**src/rtl/alarm_sequencer.sv**
```systemverilog
// Alarm countdown and beep-cadence sequencer feeding the buzzer tone generator's enable.
// Optional snooze support is built only when ALARM_SEQ_SNOOZE_EN is defined.
module alarm_sequencer #(
  parameter int MS_DIV         = 12000,
  parameter int MS_PER_S       = 1000,
  parameter int BEEP_ON_MS     = 250,
  parameter int BEEP_OFF_MS    = 250,
  parameter int RING_TIMEOUT_S = 60,
  parameter int SNOOZE_S       = 300
) (
  input  logic        CLK,
  input  logic        RST_N,
  input  logic [15:0] LOAD_SEC,
  input  logic        START,
  input  logic        STOP,
  input  logic        SNOOZE,
  output logic        ENABLE,
  output logic        RINGING,
  output logic [15:0] REMAIN,
  output logic        TIMED_OUT
);

  localparam int PW = $clog2(MS_DIV + 1);
  localparam int MW = $clog2(MS_PER_S + 1);
  localparam int CW = $clog2(BEEP_ON_MS + BEEP_OFF_MS + 1);
  localparam int RW = $clog2(RING_TIMEOUT_S + 1);

  typedef enum logic [1:0] {
    S_IDLE,
    S_COUNTING,
`ifdef ALARM_SEQ_SNOOZE_EN
    S_SNOOZED,
`endif
    S_RINGING
  } state_t;

  state_t        state, state_n;
  logic [PW-1:0] pre;
  logic [MW-1:0] ms_cnt;
  logic [CW-1:0] cad, cad_n;
  logic [RW-1:0] ring_sec;
  logic          ms_tick, sec_tick;
  logic          start_go, snooze_go, timeout, restart;
  logic          enable_d;
  logic [15:0]   remain_d;

  assign ms_tick  = (pre == PW'(MS_DIV - 1));
  assign sec_tick = ms_tick && (ms_cnt == MW'(MS_PER_S - 1));
  // Any state entry or countdown reload restarts the timebase, cadence and ring timer.
  assign restart  = (state_n != state) || start_go || snooze_go;

  always_ff @(posedge CLK) begin
    if (!RST_N) state <= S_IDLE;
    else        state <= state_n;
  end

  always_comb begin
    state_n   = state;
    start_go  = 1'b0;
    snooze_go = 1'b0;
    timeout   = 1'b0;
    if (STOP) begin
      state_n = S_IDLE;
    end else begin
      case (state)
        S_IDLE: begin
          if (START) start_go = 1'b1;
        end
        S_COUNTING: begin
          if (START) start_go = 1'b1;
          else if (sec_tick && REMAIN == 16'd1) state_n = S_RINGING;
        end
`ifdef ALARM_SEQ_SNOOZE_EN
        S_SNOOZED: begin
          if (START) start_go = 1'b1;
          else if (sec_tick && REMAIN == 16'd1) state_n = S_RINGING;
        end
`endif
        S_RINGING: begin
`ifdef ALARM_SEQ_SNOOZE_EN
          if (SNOOZE) begin
            snooze_go = 1'b1;
            state_n   = S_SNOOZED;
          end else
`endif
          if (START) begin
            start_go = 1'b1;
          end else if (sec_tick && ring_sec == RW'(RING_TIMEOUT_S - 1)) begin
            timeout = 1'b1;
            state_n = S_IDLE;
          end
        end
        default: state_n = S_IDLE;
      endcase
      if (start_go) state_n = (LOAD_SEC != 16'd0) ? S_COUNTING : S_RINGING;
    end
  end

  always_comb begin
    cad_n    = cad;
    remain_d = '0;
    enable_d = 1'b0;
    if (ms_tick) cad_n = (cad == CW'(BEEP_ON_MS + BEEP_OFF_MS - 1)) ? '0 : cad + 1'b1;
    if (restart) cad_n = '0;
    case (state_n)
      S_COUNTING: begin
        if (start_go)                        remain_d = LOAD_SEC;
        else if (sec_tick && REMAIN != 16'd0) remain_d = REMAIN - 16'd1;
        else                                  remain_d = REMAIN;
      end
`ifdef ALARM_SEQ_SNOOZE_EN
      S_SNOOZED: begin
        if (snooze_go)                        remain_d = 16'(SNOOZE_S);
        else if (sec_tick && REMAIN != 16'd0) remain_d = REMAIN - 16'd1;
        else                                  remain_d = REMAIN;
      end
`endif
      S_RINGING: enable_d = (cad_n < CW'(BEEP_ON_MS));
      default: ;
    endcase
  end

  always_ff @(posedge CLK) begin
    if (!RST_N) begin
      pre       <= '0;
      ms_cnt    <= '0;
      ring_sec  <= '0;
      cad       <= '0;
      ENABLE    <= 1'b0;
      RINGING   <= 1'b0;
      REMAIN    <= '0;
      TIMED_OUT <= 1'b0;
    end else begin
      if (restart || state == S_IDLE) begin
        pre      <= '0;
        ms_cnt   <= '0;
        ring_sec <= '0;
      end else begin
        pre <= ms_tick ? '0 : pre + 1'b1;
        if (ms_tick) ms_cnt <= (ms_cnt == MW'(MS_PER_S - 1)) ? '0 : ms_cnt + 1'b1;
        if (sec_tick && state == S_RINGING) ring_sec <= ring_sec + 1'b1;
      end
      cad       <= cad_n;
      ENABLE    <= enable_d;
      RINGING   <= (state_n == S_RINGING);
      REMAIN    <= remain_d;
      TIMED_OUT <= timeout;
    end
  end

`ifndef ALARM_SEQ_SNOOZE_EN
  logic unused_snooze;
  assign unused_snooze = SNOOZE ^ (SNOOZE_S == 0);
`endif

endmodule

```
**config.mk**
```make
export PLATFORM = sky130hd
export DESIGN_NAME = alarm_sequencer
export DESIGN_NICKNAME = d
export VERILOG_FILES = /design/src/rtl/alarm_sequencer.sv
export SDC_FILE = /design/constraint.sdc
export NUM_CORES = 1
export LEC_CHECK = 0
export CORE_ASPECT_RATIO = 0.9
export CORE_MARGIN = 2
export CORE_UTILIZATION = 57
export CTS_BUF_LIST = sky130_fd_sc_hd__clkbuf_2 sky130_fd_sc_hd__clkbuf_4 sky130_fd_sc_hd__clkbuf_8
export DETAILED_ROUTE_END_ITERATION = 8
export MAX_ROUTING_LAYER = met4
export PLACE_DENSITY = 0.88
export SLEW_MARGIN = 15
export SYNTH_ARGS = -nofsm -noshare
export SYNTH_HDL_FRONTEND = slang
export SYNTH_SLANG_ARGS = --single-unit
```
**constraint.sdc**
```tcl
create_clock -name CLK -period 3.3 [get_ports CLK]
set_clock_uncertainty 0.2 [all_clocks]
set_input_delay 0.33 -clock CLK [delete_from_list [all_inputs] [get_ports CLK]]
set_output_delay 0.33 -clock CLK [all_outputs]
set_load 0.01 [all_outputs]
```
==> impl.org <==
** Clock tree
- Clock latency at the later pin of the worst-skew pair :: approximately 350 ps
- TritonCTS Sinks :: 60
- The H-tree was split into 3 levels.
- Setup fix buffers added after clock tree synthesis :: 0
- Longest Clk Path Bufs :: 2
- Clock tree from TritonCTS :: built
- Clk pin slew, worst setup/hold paths :: approximately 60 ps
- In this run, post-CTS repair resized a total of 0 instances.
- Counting the buffers created by CTS gives 9.
- Number of buffers inserted by hold repair at cts :: 0
- The root buffer cell chosen for the clock tree is sky130_fd_sc_hd__clkbuf_8.

** Run status
- Status :: complete, no violations

** GRT
- The first global-routing pass estimated about 11000 µm of wire.
- The via count of the first global-routing pass came to roughly 2600.
- Antenna violations before repair :: 0
- Met2 usage in global routing :: 0.378
- Met1 usage in global routing :: 0.325
- Global routing usage summed across all routing layers :: 0.253
- Total congestion overflow :: 0
- Layer carrying the most global-route usage :: met2
- In the global route stage, met3 resource usage came out at 0.0667.
- Entering global routing, the biggest net connects 31 pins.

** Min path
- Class of the worst hold path :: reg2reg

** Yosys
- Share of Yosys cell area claimed by the top area cell type :: 0.386
- The share of the Yosys chip area taken by registers is 0.386.
- Flip-flop cell with the highest count after synthesis :: sky130_fd_sc_hd__dfxtp_1
- Counting every instance in the synthesized netlist gives 363.
- Unique cell type count in the Yosys netlist :: 53
- In this run the cell area of the synthesized design comes to 3110 µm².
- Number of synthesized flops with an enable pin :: 0
- Synthesis produced a netlist with a net count of slightly below 400.
- Share of synthesized flip-flops with an asynchronous set or reset :: 0
- In this run, synthesis produced a sequential element count of 60.
- Warnings, synthesis :: 0
- Most common library cells after synthesis :: 60 x sky130_fd_sc_hd__dfxtp_1, 47 x sky130_fd_sc_hd__nor2_1, 32 x sky130_fd_sc_hd__nor3_1
- sky130_fd_sc_hd__dfxtp_1 takes more of the synthesized area than any other cell.
- Most frequent cell after synthesis :: sky130_fd_sc_hd__dfxtp_1
- Avg Synthesized Cell Area :: between 8 and 9 µm²
- After synthesis, the cell types taking the most area are sky130_fd_sc_hd__dfxtp_1 39%, sky130_fd_sc_hd__xor2_1 6.7%, sky130_fd_sc_hd__xnor2_1 5.9%.

** Power
- Net load switching power :: between 300 and 400 µW
- The internal power of the cells totals about 1.1 mW.
- Clock group share of total power :: 0.427
- VDD IR-drop max :: 0.378 mV
- Sequential share of power :: 0.509
- Power spread over the standard cell area amounts to 383 nW/µm².
- Switching fraction of total power :: 0.237
- Cell leakage power :: approximately 1.3 nW
- Combinational power share :: 0.064

** STA
- Minimum clock period after layout :: between 2000 and 3000 ps
- The final count of hold timing violations came to 0.
- The count of pins over their slew limit is 0.
- For the pin with the worst max-slew slack, the measured transition is about 600 ps.
- Period Utilization, post-route :: 0.843
- Achievable frequency :: around 0.36 GHz
- Headroom to the max-slew limit :: 0.598
- Setup repair after global routing missed its margin :: false
- Setup violations remaining at the end of the flow were counted as 0.
- Setup TNS :: 0 ps

** Worst setup path
- CP Buf/Inv Count :: 0
- The kind of cell with the highest combined delay along the critical path is simple AND/OR/NAND/NOR gates.
- Critical path class :: reg2reg
- Type of element launching the critical path :: flop
- Along the worst path, the maximum fanout reaches 7.
- Critical path data required time :: ~3400 ps
- Worst Path Arrival :: ~2800 ps
- STA classifies the critical path endpoint as a flop.
- CP Cell Sequence :: ha_1, and4_1, nand3_1, a2111o_1, or3b_1, xor2_1, a211oi_2
- For this run, the slowest stage of the critical path takes ~520 ps.
- The slowest stage of the critical path belongs to the cell sky130_fd_sc_hd__a2111o_1.

** Layout
- For this run, the post-layout net count is ~440.
- Diodes inserted :: 0
- After routing the design area is around 3800 µm².
- Counting the fill cells in the layout gives about 410.
- Relative to the synthesized area, the layout overhead comes to 21.2%.
- In the final layout, the share of cells above drive strength 1 is 0.0825.

** Drt
- For this run, design rule violations remaining after detail routing come to 0.
- Final routed wirelength across all metal layers :: just under 7000 µm
- Across all layers, the routed design uses between 2000 and 3000 vias.
- Using the TritonRoute via totals, the vias-per-cell ratio works out to 5.80.
- Number of iterations in the first detailed-routing pass :: 4
- Dividing the detail-routed wire length by the instance count gives ~14 µm.
- Starting DRT DRC Count :: 129
- The count of nets left with antenna violations once routing finished came out at 0.

** Floorplan
- 40 I/O pins were placed.
- Die Footprint :: slightly above 6000 µm²
- The die is roughly 82 µm wide.
- Vert. Die Dim :: between 70 and 80 µm
- Area inside the core boundary :: around 5300 µm²
- For this configuration, the core starts out at a cell density of 0.593.
- After floorplanning, the core was divided into 25 placement rows.

** Flow run
- Across the run, the number of max-cap violations was 0.

** Placement
- Half-perimeter wire length after placement :: 4810 µm
- Buffers placed on the I/O ports in this run total 38.
- Placed Area :: between 3000 and 4000 µm²
- The congestion estimate from routability-driven global placement came to about 0.88.
==> registers in the layout (all words and copies together) (netlist names) <==
signal / cells
TIMED_OUT: 1
cad: 9
ring_sec: 6
ENABLE: 1
REMAIN: 16
state: 2
ms_cnt: 10
pre: 14
RINGING: 1
==> metrics by stage <==
| step | worst slack (ps) | hold WS, ps | power, mW | util | cells |
|---|---|---|---|---|---|
| 6_report | 517 | 286 | 1.45 | 0.718 | 479 |
| 5_1_grt | 347 | 320 | 1.49 | 0.718 | 479 |
| 4_1_cts | 529 | 289 | 1.45 | 0.718 | 479 |
| 3_5_place_dp | 518 | 281 | 0.843 | 0.682 | 463 |
| 3_3_place_gp | 596 | 266 | 0.841 | 0.682 | 463 |
| 2_1_floorplan | 824 | 256 | 0.797 | - | 363 |
==> final timing paths <==
check,endpoint,cells past startpoint,slack (ps),startpoint
max,REMAIN[12],7,520,ms_cnt[0]
max reg2reg,REMAIN[12],7,520,ms_cnt[0]
min reg2reg,pre[0],1,290,pre[0]
min,pre[0],1,290,pre[0]
==> cells in the final DEF (no fill, tap or decap), types with 5 or more instances in the layout <==
cell / n
sky130_fd_sc_hd__dfxtp_1: 60
sky130_fd_sc_hd__nor2_1: 47
sky130_fd_sc_hd__clkdlybuf4s50_1: 38
sky130_fd_sc_hd__nor3_1: 32
sky130_fd_sc_hd__nand2_1: 31
sky130_fd_sc_hd__xor2_1: 24
sky130_fd_sc_hd__xnor2_1: 21
sky130_fd_sc_hd__nand4_1: 15
sky130_fd_sc_hd__a211oi_1: 15
sky130_fd_sc_hd__nand3_1: 14
sky130_fd_sc_hd__clkbuf_8: 12
sky130_fd_sc_hd__buf_4: 10
sky130_fd_sc_hd__ha_1: 7
sky130_fd_sc_hd__inv_1: 6
sky130_fd_sc_hd__or4_1: 6
sky130_fd_sc_hd__nor2b_1: 6
sky130_fd_sc_hd__a21oi_1: 6
sky130_fd_sc_hd__nand2b_1: 5
sky130_fd_sc_hd__and4_1: 5
==> area by class of cell <==
| cell class | instances | area (µm²) | area share |
|---|---|---|---|
| clock buffer | 12 | 165 | 0.0438 |
| clock inverter | 4 | 22.5 | 0.00597 |
| inverter | 6 | 22.5 | 0.00597 |
| multi-input combinational | 282 | 1820 | 0.483 |
| sequential | 60 | 1200 | 0.318 |
| tap | 67 | 83.8 | 0.0222 |
| timing repair buffer | 48 | 455 | 0.121 |
==> routing by layer <==
| layer | wire (µm) | up-vias |
|---|---|---|
| met4 | 133 | 0 |
| met5 | 0 | - |
| li1 | - | 1393 |
| met1 | 3170 | 1296 |
| met2 | 3120 | 74 |
| met3 | 347 | 17 |
==> power groups by stage <==
stage | sequential, mW | clock, mW | combinational [mW]
final | 0.736 | 0.618 | 0.0921
after global routing | 0.736 | 0.650 | 0.100
after CTS | 0.735 | 0.627 | 0.0920
after detailed placement | 0.752 | 0 | 0.0913
after global placement | 0.751 | 0 | 0.0899
after floorplan | 0.752 | 0 | 0.0445
==> logic make-up (layout without fill, tap and decap cells) <==
kind of cell,count (synthesis),after routing,share of synthesized area
xor+xnor,45,45,0.127
compound gates,44,44,0.110
mux,1,1,0.00321
fa+ha+maj,7,7,0.0281
buf+inv,21,70,0.0289
simple gates,185,185,0.317
flops,60,60,0.386
No activity file was read; power rests on OpenSTA's default activity.
